**src/rtl/gate_selftest_seq_if.sv**
```systemverilog
// Signal bundle between the gate self-test sequencer (master) and the gate set
// plus its run controller (slave).
interface gate_selftest_seq_if #(
    parameter int ERR_CNT_W = 4
);
    // Run handshake: start is a level request honoured only while the sequencer
    // is idle; busy covers the whole run, and done pulses for exactly one cycle
    // when results (pass, err_count, fail_mask) are final. No back-pressure exists.
    logic                 start;
    logic                 or_i;
    logic                 not_i;
    logic                 nand_i;
    logic                 nor_i;
    logic                 xnor_i;
    logic                 xor_i;
    logic                 a_o;
    logic                 b_o;
    logic                 busy;
    logic                 done;
    logic                 pass;
    logic [ERR_CNT_W-1:0] err_count;
    logic [5:0]           fail_mask;
    logic [1:0]           vec_idx;
    logic [2:0]           fsm_state;

    modport master (
        input  start, or_i, not_i, nand_i, nor_i, xnor_i, xor_i,
        output a_o, b_o, busy, done, pass, err_count, fail_mask, vec_idx, fsm_state
    );

    modport slave (
        output start, or_i, not_i, nand_i, nor_i, xnor_i, xor_i,
        input  a_o, b_o, busy, done, pass, err_count, fail_mask, vec_idx, fsm_state
    );
endinterface

```
**src/rtl/gate_selftest_seq.sv**
```systemverilog
// Self-test sequencer: walks a/b through 00,10,11,01, samples six gate outputs
// after a settle delay and accumulates mismatch results.
module gate_selftest_seq #(
    parameter int SETTLE_CYCLES = 2,
    parameter int ERR_CNT_W     = 4
) (
    input  logic                 clk,
    input  logic                 rst_n,
    gate_selftest_seq_if.master  bus
);
    typedef enum logic [2:0] {
        IDLE   = 3'd0,
        DRIVE  = 3'd1,
        SETTLE = 3'd2,
        CHECK  = 3'd3,
        DONE   = 3'd4
    } state_t;

    localparam int          SETTLE_LAST_I = (SETTLE_CYCLES > 0) ? SETTLE_CYCLES - 1 : 0;
    localparam logic [7:0]  SETTLE_LAST   = 8'(SETTLE_LAST_I);

    state_t               state_q, state_d;
    logic [7:0]           cnt_q, cnt_d;
    logic                 a_q, a_d, b_q, b_d;
    logic [1:0]           vec_q, vec_d;
    logic [ERR_CNT_W-1:0] err_q, err_d;
    logic [5:0]           mask_q, mask_d;
    logic                 pass_q, pass_d;
    logic [5:0]           gold;
    logic [5:0]           mm;

    // Returns {a,b} for a vector index.
    function automatic logic [1:0] vec_ab(input logic [1:0] idx);
        case (idx)
            2'd0:    vec_ab = 2'b00;
            2'd1:    vec_ab = 2'b10;
            2'd2:    vec_ab = 2'b11;
            default: vec_ab = 2'b01;
        endcase
    endfunction

    always_comb begin
        gold = {a_q | b_q, ~a_q, ~(a_q & b_q), ~(a_q | b_q), ~(a_q ^ b_q), a_q ^ b_q};
        // Case inequality so an undriven or unknown gate output flags a mismatch.
        mm[5] = (bus.or_i   !== gold[5]);
        mm[4] = (bus.not_i  !== gold[4]);
        mm[3] = (bus.nand_i !== gold[3]);
        mm[2] = (bus.nor_i  !== gold[2]);
        mm[1] = (bus.xnor_i !== gold[1]);
        mm[0] = (bus.xor_i  !== gold[0]);
    end

    always_comb begin
        state_d = state_q;
        cnt_d   = cnt_q;
        a_d     = a_q;
        b_d     = b_q;
        vec_d   = vec_q;
        err_d   = err_q;
        mask_d  = mask_q;
        pass_d  = pass_q;
        case (state_q)
            IDLE: begin
                if (bus.start) begin
                    state_d    = DRIVE;
                    vec_d      = 2'd0;
                    err_d      = '0;
                    mask_d     = '0;
                    pass_d     = 1'b0;
                    {a_d, b_d} = vec_ab(2'd0);
                end
            end
            DRIVE: begin
                cnt_d = '0;
                if (SETTLE_CYCLES == 0) state_d = CHECK;
                else                    state_d = SETTLE;
            end
            SETTLE: begin
                if (cnt_q == SETTLE_LAST) state_d = CHECK;
                else                      cnt_d   = cnt_q + 8'd1;
            end
            CHECK: begin
                mask_d = mask_q | mm;
                if ((|mm) && (err_q != '1)) err_d = err_q + 1'b1;
                if (vec_q == 2'd3) begin
                    state_d = DONE;
                    pass_d  = (err_q == '0) && !(|mm);
                    a_d     = 1'b0;
                    b_d     = 1'b0;
                end else begin
                    state_d    = DRIVE;
                    vec_d      = vec_q + 2'd1;
                    {a_d, b_d} = vec_ab(vec_q + 2'd1);
                end
            end
            DONE: begin
                state_d = IDLE;
            end
            default: begin
                state_d = IDLE;
                a_d     = 1'b0;
                b_d     = 1'b0;
            end
        endcase
    end

    always_ff @(posedge clk or negedge rst_n) begin
        if (!rst_n) begin
            state_q <= IDLE;
            cnt_q   <= '0;
            a_q     <= 1'b0;
            b_q     <= 1'b0;
            vec_q   <= '0;
            err_q   <= '0;
            mask_q  <= '0;
            pass_q  <= 1'b0;
        end else begin
            state_q <= state_d;
            cnt_q   <= cnt_d;
            a_q     <= a_d;
            b_q     <= b_d;
            vec_q   <= vec_d;
            err_q   <= err_d;
            mask_q  <= mask_d;
            pass_q  <= pass_d;
        end
    end

    assign bus.a_o       = a_q;
    assign bus.b_o       = b_q;
    assign bus.busy      = (state_q == DRIVE) || (state_q == SETTLE) || (state_q == CHECK);
    assign bus.done      = (state_q == DONE);
    assign bus.pass      = pass_q;
    assign bus.err_count = err_q;
    assign bus.fail_mask = mask_q;
    assign bus.vec_idx   = vec_q;
    assign bus.fsm_state = state_q;
endmodule

```
**src/flat_wrapper.sv**
```systemverilog
// flat-port wrapper written by rule: the top's interface ports become plain ports
module gate_selftest_seq_flat 
#(
    parameter int SETTLE_CYCLES = 2,
    parameter int ERR_CNT_W     = 4
)
  (clk, rst_n, bus_start, bus_or_i, bus_not_i, bus_nand_i, bus_nor_i, bus_xnor_i, bus_xor_i, bus_a_o, bus_b_o, bus_busy, bus_done, bus_pass, bus_err_count, bus_fail_mask, bus_vec_idx, bus_fsm_state);
  gate_selftest_seq_if #(.ERR_CNT_W(ERR_CNT_W)) bus_i ();
  input  logic clk;
  input  logic rst_n;
  input wire logic [$bits(bus_i.start)-1:0] bus_start;
  input wire logic [$bits(bus_i.or_i)-1:0] bus_or_i;
  input wire logic [$bits(bus_i.not_i)-1:0] bus_not_i;
  input wire logic [$bits(bus_i.nand_i)-1:0] bus_nand_i;
  input wire logic [$bits(bus_i.nor_i)-1:0] bus_nor_i;
  input wire logic [$bits(bus_i.xnor_i)-1:0] bus_xnor_i;
  input wire logic [$bits(bus_i.xor_i)-1:0] bus_xor_i;
  output wire logic [$bits(bus_i.a_o)-1:0] bus_a_o;
  output wire logic [$bits(bus_i.b_o)-1:0] bus_b_o;
  output wire logic [$bits(bus_i.busy)-1:0] bus_busy;
  output wire logic [$bits(bus_i.done)-1:0] bus_done;
  output wire logic [$bits(bus_i.pass)-1:0] bus_pass;
  output wire logic [$bits(bus_i.err_count)-1:0] bus_err_count;
  output wire logic [$bits(bus_i.fail_mask)-1:0] bus_fail_mask;
  output wire logic [$bits(bus_i.vec_idx)-1:0] bus_vec_idx;
  output wire logic [$bits(bus_i.fsm_state)-1:0] bus_fsm_state;
  assign bus_i.start = bus_start;
  assign bus_i.or_i = bus_or_i;
  assign bus_i.not_i = bus_not_i;
  assign bus_i.nand_i = bus_nand_i;
  assign bus_i.nor_i = bus_nor_i;
  assign bus_i.xnor_i = bus_xnor_i;
  assign bus_i.xor_i = bus_xor_i;
  assign bus_a_o = bus_i.a_o;
  assign bus_b_o = bus_i.b_o;
  assign bus_busy = bus_i.busy;
  assign bus_done = bus_i.done;
  assign bus_pass = bus_i.pass;
  assign bus_err_count = bus_i.err_count;
  assign bus_fail_mask = bus_i.fail_mask;
  assign bus_vec_idx = bus_i.vec_idx;
  assign bus_fsm_state = bus_i.fsm_state;
  gate_selftest_seq #(.SETTLE_CYCLES(SETTLE_CYCLES), .ERR_CNT_W(ERR_CNT_W)) u_core (.clk(clk), .rst_n(rst_n), .bus(bus_i));
endmodule
```
**config.mk**
```make
export PLATFORM = sky130hd
export DESIGN_NAME = gate_selftest_seq_flat
export DESIGN_NICKNAME = d
export VERILOG_FILES = /design/src/rtl/gate_selftest_seq_if.sv /design/src/rtl/gate_selftest_seq.sv /design/src/flat_wrapper.sv
export SDC_FILE = /design/constraint.sdc
export NUM_CORES = 1
export LEC_CHECK = 0
export CAP_MARGIN = 25
export CORE_MARGIN = 8
export CORE_UTILIZATION = 40
export DETAILED_ROUTE_END_ITERATION = 12
export HOLD_SLACK_MARGIN = 0.12
export PLACE_DENSITY = 0.67
export REMOVE_ABC_BUFFERS = 1
export SLEW_MARGIN = 30
export SYNTH_ARGS = -nofsm -noshare
export SYNTH_HDL_FRONTEND = slang
export SYNTH_SLANG_ARGS = --single-unit
export TNS_END_PERCENT = 30
```
**constraint.sdc**
```tcl
create_clock -name clk -period 1.9 [get_ports clk]
set_clock_uncertainty 0.1 [all_clocks]
set_input_delay 0.475 -clock clk [delete_from_list [all_inputs] [get_ports clk]]
set_output_delay 0.475 -clock clk [all_outputs]
set_load 0.05 [all_outputs]
```
==> reports/results.tsv <==
metric	value	unit
clock-pin slew on the worst setup and hold paths	140	ps
Yosys reg bits	26	
Synth area leaders	dfrtp_1, ha_1, xnor2_1	
ANT cells	0	
core area	3580	sq um
Least-Margin Pin Slew	480	ps
initial antenna violation count	0	
internal power	0.00202	W
CTS Root Cell	clkbuf_4	
Post-DP Area	1990	sq um
CP max-delay cell	clkdlybuf4s50_1	
1st-iter DRT viols	48	
CTS tree	yes	
Mapped Cells	147	
slowest stage delay, CP	470	ps
HPWL after DPL	2720	microns
Final Hold Fails	0	
DIE AREA	5820	sq um
clk_lat worst skew	320	ps
GRT overflow	0	
worst setup margin	-45.9	ps
# IOs	29	
Slew Limit Fails	0	
Yosys top cell area share	0.448	
DRT Wirelength	3430	microns
worst vdd ir	0.837	mV
# port buffers	28	
drt pass-1 iters	4	
worst path cell trace	clkdlybuf4s50_1 -> or3b_4 -> a211oi_4 -> a21oi_2 -> mux2_4	
global-route wire length before repair	5720	microns
largest net degree at the start of global routing	27	
Highest Clock Rate	0.514	GHz
row cnt	22	
Startpoint Class	input port	
Critical Path End Type	flop	
Net Sw Frac	0.467	
delay-heaviest family, CP	buffers and inverters	
failing checks	setup timing	
Area Overhead vs Synth	44.0	%
count of cell types in the netlist	39	
Nets	212	
vias per cell	5.03	
ys async rst share	1.00	
Crit path required time	2020	ps
switching power	0.00177	W
cts hold-fix bufs	0	
Setup WS pre-CTS	-408	ps
Num CTS Buffers	3	
hold_ws	392	ps
Main synth FF type	dfrtp_1	
Power Density	1820	nW/um^2
commonest cells after routing, fill and taps aside	buf_4, dfrtp_1, nor2_1, nand2_1	
Avg Inst Size Synth	9.89	sq um
Sequential Power Share	0.253	
Final period util	1.02	
Slew headroom	0.679	
CTS HTree Levels	1	
status	complete, but fails checks	
fraction of layout cells with a size suffix above 1	0.308	
sequential share of the synthesized area	0.448	
Gate power share	0.647	
fill cell count	311	
warnings from Yosys	0	
post-DR wirelength/cell	14.1	microns
mapped cell area	1450	sq um
die width	76.3	microns
leading cell type in the layout, fill and taps excluded	buf_4	
Worst Setup Path Type	input port to flop	
vias	1222	
clock group share of total power	0.100	
Final Cell Area	2090	sq um
Sink Count	26	
Yosys top cell by area	dfrtp_1	
sum of buffers and inverters on the critical path	1	
vias in the first global route	1205	
total of max-cap violations	0	
# DRC	0	
CTS Buffer Depth	2	
remaining antenna violation count	0	
crit path time final	1950	ps
Tot Pwr	0.00380	W
Worst Path Max Fanout	3	
crit path DAT	2070	ps
Leakage	0.947	nW
routability cong.	0.828	
total track usage	0.116	
chip height	76.3	microns
RSZ-0062 raised after global routing	true	
Starting Density	0.406	
DP Cell Count	237	
fin cells	243	
HP Class	input port to asynchronous set/reset pin	
Post-synth EDFFs	0	
# setup viols final	3	
==> power groups by stage <==
stage	clock (W)	combinational [W]	sequential (W)
6_report	0.000380	0.00246	0.000962
5_1_grt	0.000410	0.00262	0.000990
4_1_cts	0.000390	0.00244	0.000950
3_5_place_dp	0	0.00237	0.000962
3_3_place_gp	0	0.00232	0.000947
2_1_floorplan	0	0.000797	0.00149
==> sequential cells by signal (all words and copies together) (netlist names) <==
register	cells
u_core.bus.fsm_state	3
u_core.bus.fail_mask	6
u_core.bus.a_o	1
u_core.bus.vec_idx	2
u_core.bus.pass	1
u_core.bus.b_o	1
u_core.bus.err_count	4
u_core.cnt_q	8
==> worst register-to-register path, cell delays in order (launching register included) <==
cell and delay (ps):
dfrtp_1 400, inv_2 60, ha_4 150, or3b_4 380, a211oi_4 300, a21oi_2 110, mux2_4 310
==> cell type report <==
class | count | area [sq um] | area share
sequential | 26 | 652 | 0.311
clock inverter | 1 | 30.0 | 0.0143
tap | 48 | 60.1 | 0.0287
inverter | 8 | 30.0 | 0.0143
clock buffer | 3 | 22.5 | 0.0108
multi-input combinational | 108 | 786 | 0.375
timing repair buffer | 49 | 513 | 0.245
==> per-stage QoR <==
step / TNS, ps / utilization
4_1_cts: -16.7 / 0.578
6_report: -67.4 / 0.585
5_1_grt: -284 / 0.585
2_1_floorplan: -2010 / -
3_5_place_dp: -1800 / 0.555
3_3_place_gp: -1610 / 0.555
==> per-layer routing <==
layer,global-route usage,share of wire,wire [microns]
met3,0.0354,0.047,161
met5,0,0,0
met1,0.132,0.40,1380
met4,0.0135,0.0032,11
met2,0.213,0.55,1880
==> kinds of logic after synthesis <==
logic type / count (synthesis) / synth area share
buf+inv: 13 / 0.0387
mux: 5 / 0.0379
fa+ha+maj: 8 / 0.0671
compound gates: 23 / 0.107
simple gates: 58 / 0.218
xor+xnor: 14 / 0.0843
flops: 26 / 0.448
==> repair_timing <==
| item | in CTS | in global routing |
|---|---|---|
| resized for setup | 5 | 7 |
| pin swaps | 6 | 2 |
| endpoints found under the setup margin | 6 | 9 |
| setup buffers | 2 | 0 |
==> synthesized netlist by cell type, types with 2 or more instances <==
library cell / count
xor2_1: 4
buf_2: 3
nand2_1: 14
xnor2_1: 10
o21ai_1: 2
and2_1: 2
mux2i_1: 4
a21oi_1: 9
nor2_1: 18
dfrtp_1: 26
nand3_1: 5
o31ai_1: 2
or3b_1: 2
nand3b_1: 3
nor3_1: 3
ha_1: 7
inv_1: 8
o21ai_0: 2
nor3b_1: 2
and3b_1: 2
==> path summary, 6_finish.rpt <==
path / from / to / slack, ps / cells after the start
max reg2reg: u_core.bus.b_o$_DFFE_PN0P_ / u_core.bus.err_count[1]$_DFFE_PN0P_ / -20 / 6
min in group clk: u_core.bus.fail_mask[0]$_DFFE_PN0P_ / u_core.bus.fail_mask[0]$_DFFE_PN0P_ / 420 / 2
min reg2reg: u_core.bus.fail_mask[0]$_DFFE_PN0P_ / u_core.bus.fail_mask[0]$_DFFE_PN0P_ / 420 / 2
min: rst_n / u_core.cnt_q[4]$_DFFE_PN0P_ / 390 / 2
max in group asynchronous: rst_n / u_core.bus.fsm_state[1]$_DFFE_PN0P_ / 1040 / 2
max: bus_or_i / u_core.bus.err_count[1]$_DFFE_PN0P_ / -50 / 5
No activity file was read; power rests on OpenSTA's default activity.
==> variant 1, RTL diff (same flow settings) <==
`ERR_CNT_W` is set to 4 in 3 places; all go to 5.
--- a/src/rtl/gate_selftest_seq_if.sv
+++ b/src/rtl/gate_selftest_seq_if.sv
@@ -3,3 +3,3 @@
 interface gate_selftest_seq_if #(
-    parameter int ERR_CNT_W = 4
+    parameter int ERR_CNT_W = 5
 );
--- a/src/rtl/gate_selftest_seq.sv
+++ b/src/rtl/gate_selftest_seq.sv
@@ -4,3 +4,3 @@
     parameter int SETTLE_CYCLES = 2,
-    parameter int ERR_CNT_W     = 4
+    parameter int ERR_CNT_W     = 5
 ) (
--- a/src/flat_wrapper.sv
+++ b/src/flat_wrapper.sv
@@ -4,3 +4,3 @@
     parameter int SETTLE_CYCLES = 2,
-    parameter int ERR_CNT_W     = 4
+    parameter int ERR_CNT_W     = 5
 )
Interface: changed (resized bus_err_count); port bits go from 29 to 30. No check against the original RTL was run, so the function may have changed too.
==> variant 1 against the original RTL <==
  * Wire length rose by 4.8%
  * Design area up 2.4%
  * Clock power decreased by 16%
  * Synthesized cell count grew 4.1%
  * Sequential share of layout area up 0.38 points
  * Power down 0.32%
  * Sequential power rose by 0.7%
  * Critical path depth is 2 lower
  * Area after synthesis is 6.6% higher
  * Sequential cell count up 1
  * Worst setup slack improved by 0.10 ns
  * Critical endpoint is now bus_busy
  * Largest cell class unchanged
  * Highest routed layer unchanged
==> variant 1: results (changes against the original RTL) <==
Parameter                              Value

Run status
  Status    completed

Yosys
  Proportion of synthesized chip area in sequential cells    43.6% (-1.2 points)
  Post-synthesis instance total    153 (+4.1%)
  Cells taking the most area after synthesis    sky130_fd_sc_hd__dfrtp_1 44%, sky130_fd_sc_hd__ha_1 6.5%, sky130_fd_sc_hd__mux2i_1 6.5%
  Post-synth top cells    27 x sky130_fd_sc_hd__dfrtp_1, 18 x sky130_fd_sc_hd__nand2_1, 18 x sky130_fd_sc_hd__nor2_1

Setup path
  CP Data Arrival Time    1.27 ns (-0.80 ns)
  CP max-delay cell    sky130_fd_sc_hd__dfrtp_1
  Largest incremental delay on the critical path    0.44 ns (-0.03 ns)
  Crit path from    u_core.bus.fsm_state[2]
  RR Startpoint    u_core.bus.err_count[1]
  Crit Path Class    reg -> out

Placed design
  Area post-placement    2060 um2 (+3.7%)
  Routability cong.    0.820 (-0.92%)
  Post-detailed-placement half-perimeter wirelength    2.85 mm (+5.0%)
  Number of port buffers    29 (+3.6%)
  Post-placement cell count    244 (+3.0%)

CTS
  Number of H-tree levels    1 (unchanged)
  Clk pin slew, worst setup/hold paths    0.09 ns (-0.05 ns)
  Clock insertion delay at the later pin of the skew report    0.27 ns (-0.05 ns)
  Root buffer cell    sky130_fd_sc_hd__clkbuf_8

Min path
  Type of the most critical hold path    reg -> reg

Power and ir drop
  IR drop worst, VDD    0.000976 V (+17%)
  Leakage    1.03 nW (+8.4%)

GRT
  Vias in the first global route    1292 (+7.2%)
  Pin count of the biggest net entering global routing    28 (+3.7%)
  Wire length of the first global-routing pass    6.24 mm (+9.2%)
  Overall track demand over capacity in global routing    12.2% (+0.57 points)

Cells and area
  Antenna diode count    0 (unchanged)
  Total number of nets in the final design    219 (+3.3%)
  Share of layout cells above drive strength 1    28.9% (-1.9 points)
  Layout filler cell count    316 (+1.6%)

Drt
  Initial DRC count    40 (-17%)
  Routed wirelength normalized by instance count    14.4 um (+2.3%)
  Via density    5.15 (+2.4%)

Timing
  Relative slew slack    74.9% (+7.0 points)
[variant 1: routing by layer]
layer | wire, um | vias to the layer above | track usage [%]
li1 | - | 618 | -
met5 | 0 | - | 0
met1 | 1590 | 626 | 14.5
met4 | 19 | 0 | 3.89
met3 | 222 | 4 | 3.53
met2 | 1760 | 34 | 20.5
[variant 1: repair_timing]
action                                  CTS  global route
hold buffers                              0             0
pin swaps                                 0             1
endpoints found under the setup margin    2             6
setup buffers                             0             1
gates resized for setup                   2             4
[variant 1: final timing paths]
check	end	slack, ns	cells after the start
setup / recovery	bus_busy	0.06	3
hold / removal	u_core.bus.fail_mask[0]	0.40	2
setup reg to reg	u_core.bus.err_count[3]	0.08	7
hold reg to reg	u_core.bus.fail_mask[0]	0.40	2
max in group asynchronous	u_core.cnt_q[5]	0.97	2
min in group asynchronous	u_core.bus.fail_mask[1]	0.48	2
[variant 1: kinds of logic after synthesis]
group	share of synthesized area, %
compound gates	8.31
xor+xnor	5.65
fa+ha+maj	7.10
buf+inv	4.84
flops	43.6
mux	7.18
simple gates	23.3
[variant 1: cell type report]
cell class	instances	area [um2]	share of cell area, %
Sequential cell	27	676	31.5
Timing Repair Buffer	49	500	23.4
Clock buffer	4	45.0	2.10
Multi-Input combinational cell	113	832	38.8
Inverter	8	30.0	1.40
Tap cell	48	60.1	2.80
[variant 1: power groups by stage]
stage	logic [mW]	registers (mW)	clock network [mW]
detailed placement	2.44	0.975	0
floorplan	0.856	1.56	0
CTS	2.46	0.965	0.327
global route	2.68	1.00	0.346
finish	2.50	0.969	0.319
global placement	2.39	0.962	0
[variant 1: worst max-delay path, delay by kind of cell, from the launching register on]
family	cells	cell delay, ns
buffers and inverters	2	0.36
DFF	1	0.44
and+or+nand+nor	1	0.20
[variant 1: through the flow]
step | worst slack (ns) | setup TNS [ns]
after floorplan | -0.331 | -1.43
after global placement | -0.165 | -0.468
after detailed placement | -0.203 | -0.680
after CTS | 0.00464 | 0
after global routing | -0.00822 | -0.00822
final | 0.0583 | 0
==> variant 2, RTL diff (same flow settings) <==
Made on the original files. Reset style: synchronous (`rst_n`), changed in one clocked block.
--- a/src/rtl/gate_selftest_seq.sv
+++ b/src/rtl/gate_selftest_seq.sv
@@ -106,3 +106,3 @@
 
-    always_ff @(posedge clk or negedge rst_n) begin
+    always_ff @(posedge clk) begin
         if (!rst_n) begin
Formal check against the unedited RTL: differs if rst_n is asserted again (counterexample within 4 cycles, from zero or initial values and one cycle with rst_n low); with rst_n held inactive, the same outputs for 10 cycles.
==> variant 2 against the original RTL <==
  * The run still ends with setup timing left
  * Wire length rose by 3.7%
  * Count of clock-buffer cells in the layout did not move
  * Synthesized cell count rose by 11%
  * Final cell count rose by 5.3%
  * Worst setup slack got worse by 0.19 ns
  * Hold slack barely moved
  * Sequential cell count did not move
  * Design area fell by 1.1%
  * Area after synthesis fell by 4.6%
  * Critical path depth rose by 2
  * Largest cell class unchanged
  * Highest routed layer unchanged
Power is left out: it rests on default switching activity, and per cell area and clock period it moved more than threefold.
==> variant 2: results (changes against the original RTL) <==
Parameter                              Value

Setup path
  Maximum net fanout on the critical path    4 (+1)
  Largest incremental delay on the critical path    0.52 ns (+0.05 ns)
  RR Startpoint    u_core.bus.a_o
  Capture point of the worst reg-to-reg path    u_core.bus.err_count[3]
  Register-to-register path setup slack    -0.23 ns (-0.21 ns)
  Kind of cell adding the most delay to the critical path    simple AND/OR/NAND/NOR gates
  Number of cell instances on the worst register-to-register path    7 (+1)
  CP max-delay cell    sky130_fd_sc_hd__or4_4
  CP Data Arrival Time    2.26 ns (+0.19 ns)

CTS
  Clock insertion delay at the later pin of the skew report    0.32 ns (about the same)
  Number of H-tree levels    1 (unchanged)
  Clk pin slew, worst setup/hold paths    0.13 ns

GRT
  Pin count of the biggest net entering global routing    14 (-48%)
  Number of antenna violations at the first check in global routing    0 (unchanged)
  Overall track demand over capacity in global routing    13.6% (+2.0 points)
  Wire length of the first global-routing pass    6.00 mm (+4.9%)
  Vias in the first global route    1360 (+13%)

Yosys
  Syn Area/Cell    8.51 um2 (-14%)
  Proportion of synthesized chip area in sequential cells    37.5% (-7.2 points)
  Share of synthesized flip-flops with an asynchronous set or reset    0% (-100 points)
  Library cells used by synthesis    41 (+5.1%)
  Cells taking the most area after synthesis    sky130_fd_sc_hd__dfxtp_1 38%, sky130_fd_sc_hd__ha_1 6.3%, sky130_fd_sc_hd__a21oi_1 5.0%
  Post-synth top cells    26 x sky130_fd_sc_hd__dfxtp_1, 18 x sky130_fd_sc_hd__nor2_1, 14 x sky130_fd_sc_hd__a21oi_1, 14 x sky130_fd_sc_hd__nand2_1, 10 x sky130_fd_sc_hd__o21ai_0

Run status
  Violations in the final reports    setup timing
  Status    finished, violations left

Drt
  Sum of met2 wire segment lengths after detailed routing    1.86 mm (-0.91%)
  Sum of met3 wire segment lengths after detailed routing    174 um (+8.1%)
  Initial DRC count    52 (+8.3%)
  Total number of vias    1330 (+8.8%)
  Detailed-routing wirelength on met1    1.48 mm (+7.2%)
  Routed wire length    3.56 mm (+3.7%)
  Routed wirelength normalized by instance count    13.9 um (-1.5%)
  Number of detailed-route iterations in the first pass    4 (unchanged)

Timing
  Worst slack on hold paths    0.392 ns (-0.000116 ns)
  Min setup slack post-route    -0.234 ns (-0.188 ns)
  Final-report setup violation count    5 (+2)
  Transition time of the tightest slew-check pin    0.540 ns (+0.0595 ns)

Cells and area
  Antenna diode count    0 (unchanged)
  Total number of nets in the final design    228 (+7.5%)
  Layout filler cell count    283 (-9.0%)
  Share of layout cells above drive strength 1    32.9% (+2.1 points)

Placed design
  Post-placement cell count    248 (+4.6%)
  Routability cong.    0.814 (-1.7%)
  Post-detailed-placement half-perimeter wirelength    2.69 mm (-0.87%)
  Placement Setup Slack    -0.593 ns (-0.184 ns)

Min path
  Worst min-delay path startpoint    u_core.bus.fail_mask[5]
  Type of the most critical hold path    reg -> reg
  Endpoint with the worst hold slack    u_core.bus.fail_mask[5]
[variant 2: cell count changes in the layout (fill, tap and decap cells not counted), moves of 3 or more]
cell / before / now
sky130_fd_sc_hd__dfrtp_1: 25 / 0
sky130_fd_sc_hd__dfxtp_1: 0 / 22
sky130_fd_sc_hd__o21ai_0: 2 / 8
sky130_fd_sc_hd__xnor2_1: 10 / 4
sky130_fd_sc_hd__mux2i_1: 4 / 0
sky130_fd_sc_hd__a21oi_1: 9 / 12
sky130_fd_sc_hd__and3_1: 1 / 4
sky130_fd_sc_hd__buf_4: 31 / 28
sky130_fd_sc_hd__buf_6: 0 / 3
sky130_fd_sc_hd__dfxtp_2: 0 / 3
[variant 2: worst register-to-register path, delay by kind of cell (launching register included)]
kind                     cells  cell delay, ns
flip-flops                   1            0.35
AND/OR/NAND/NOR              3            0.95
AO/OA/AOI/OAI                1            0.24
adder cells (fa/ha/maj)      1            0.15
buffers and inverters        1            0.12
XOR/XNOR                     1            0.13
[variant 2: cell families (layout without fill, tap and decap cells)]
group                      Yosys count  after routing  share of synthesized area [%]
DFF                                 26             26                           37.5
adders and majority gates            7              7                           6.31
xor gates and xnor gates            11             11                           6.94
and+or+nand+nor                     67             67                           27.1
buffers and inverters               14             61                           5.32
AOI/OAI and AO/OA                   38             38                           16.8
[variant 2: worst max path at each step]
stage / from / to / slack, ns / depth (start not counted)
final: u_core.bus.a_o / u_core.bus.err_count[3] / -0.23 / 7
after global routing: u_core.bus.a_o / u_core.bus.err_count[3] / -0.28 / 7
after CTS: u_core.bus.a_o / u_core.bus.err_count[3] / -0.21 / 7
after detailed placement: bus_not_i / u_core.bus.err_count[3] / -0.59 / 6
after global placement: bus_not_i / u_core.bus.err_count[3] / -0.56 / 6
after floorplan: u_core.bus.fsm_state[2] / bus_done / -0.74 / 2
[variant 2: final cells by class]
cell class / instances / area share (%)
Clock buffer: 3 / 1.09
Inverter: 8 / 1.45
Multi-Input combinational cell: 123 / 43.0
Sequential cell: 26 / 25.5
Tap cell: 46 / 2.78
Timing Repair Buffer: 50 / 26.2
[variant 2: repair_timing]
item / 4_1_cts / 5_1_grt
buffers inserted: 4 / 1
endpoints found under the setup margin: 7 / 20
resized for setup: 18 / 11
pin swaps: 9 / 1
[variant 2: layer usage]
metal	vias up	global-route usage (%)
li1	670	-
met2	28	25.0
met1	626	14.6
met3	6	3.99
met5	-	0
met4	0	3.26
[variant 2: through the flow]
stage / instance area [um2] / TNS [ns]
final: 2070 / -0.928
after global routing: 2070 / -1.16
after CTS: 2030 / -0.797
after detailed placement: 1900 / -5.22
after global placement: 1900 / -4.53
after floorplan: 1340 / -4.26
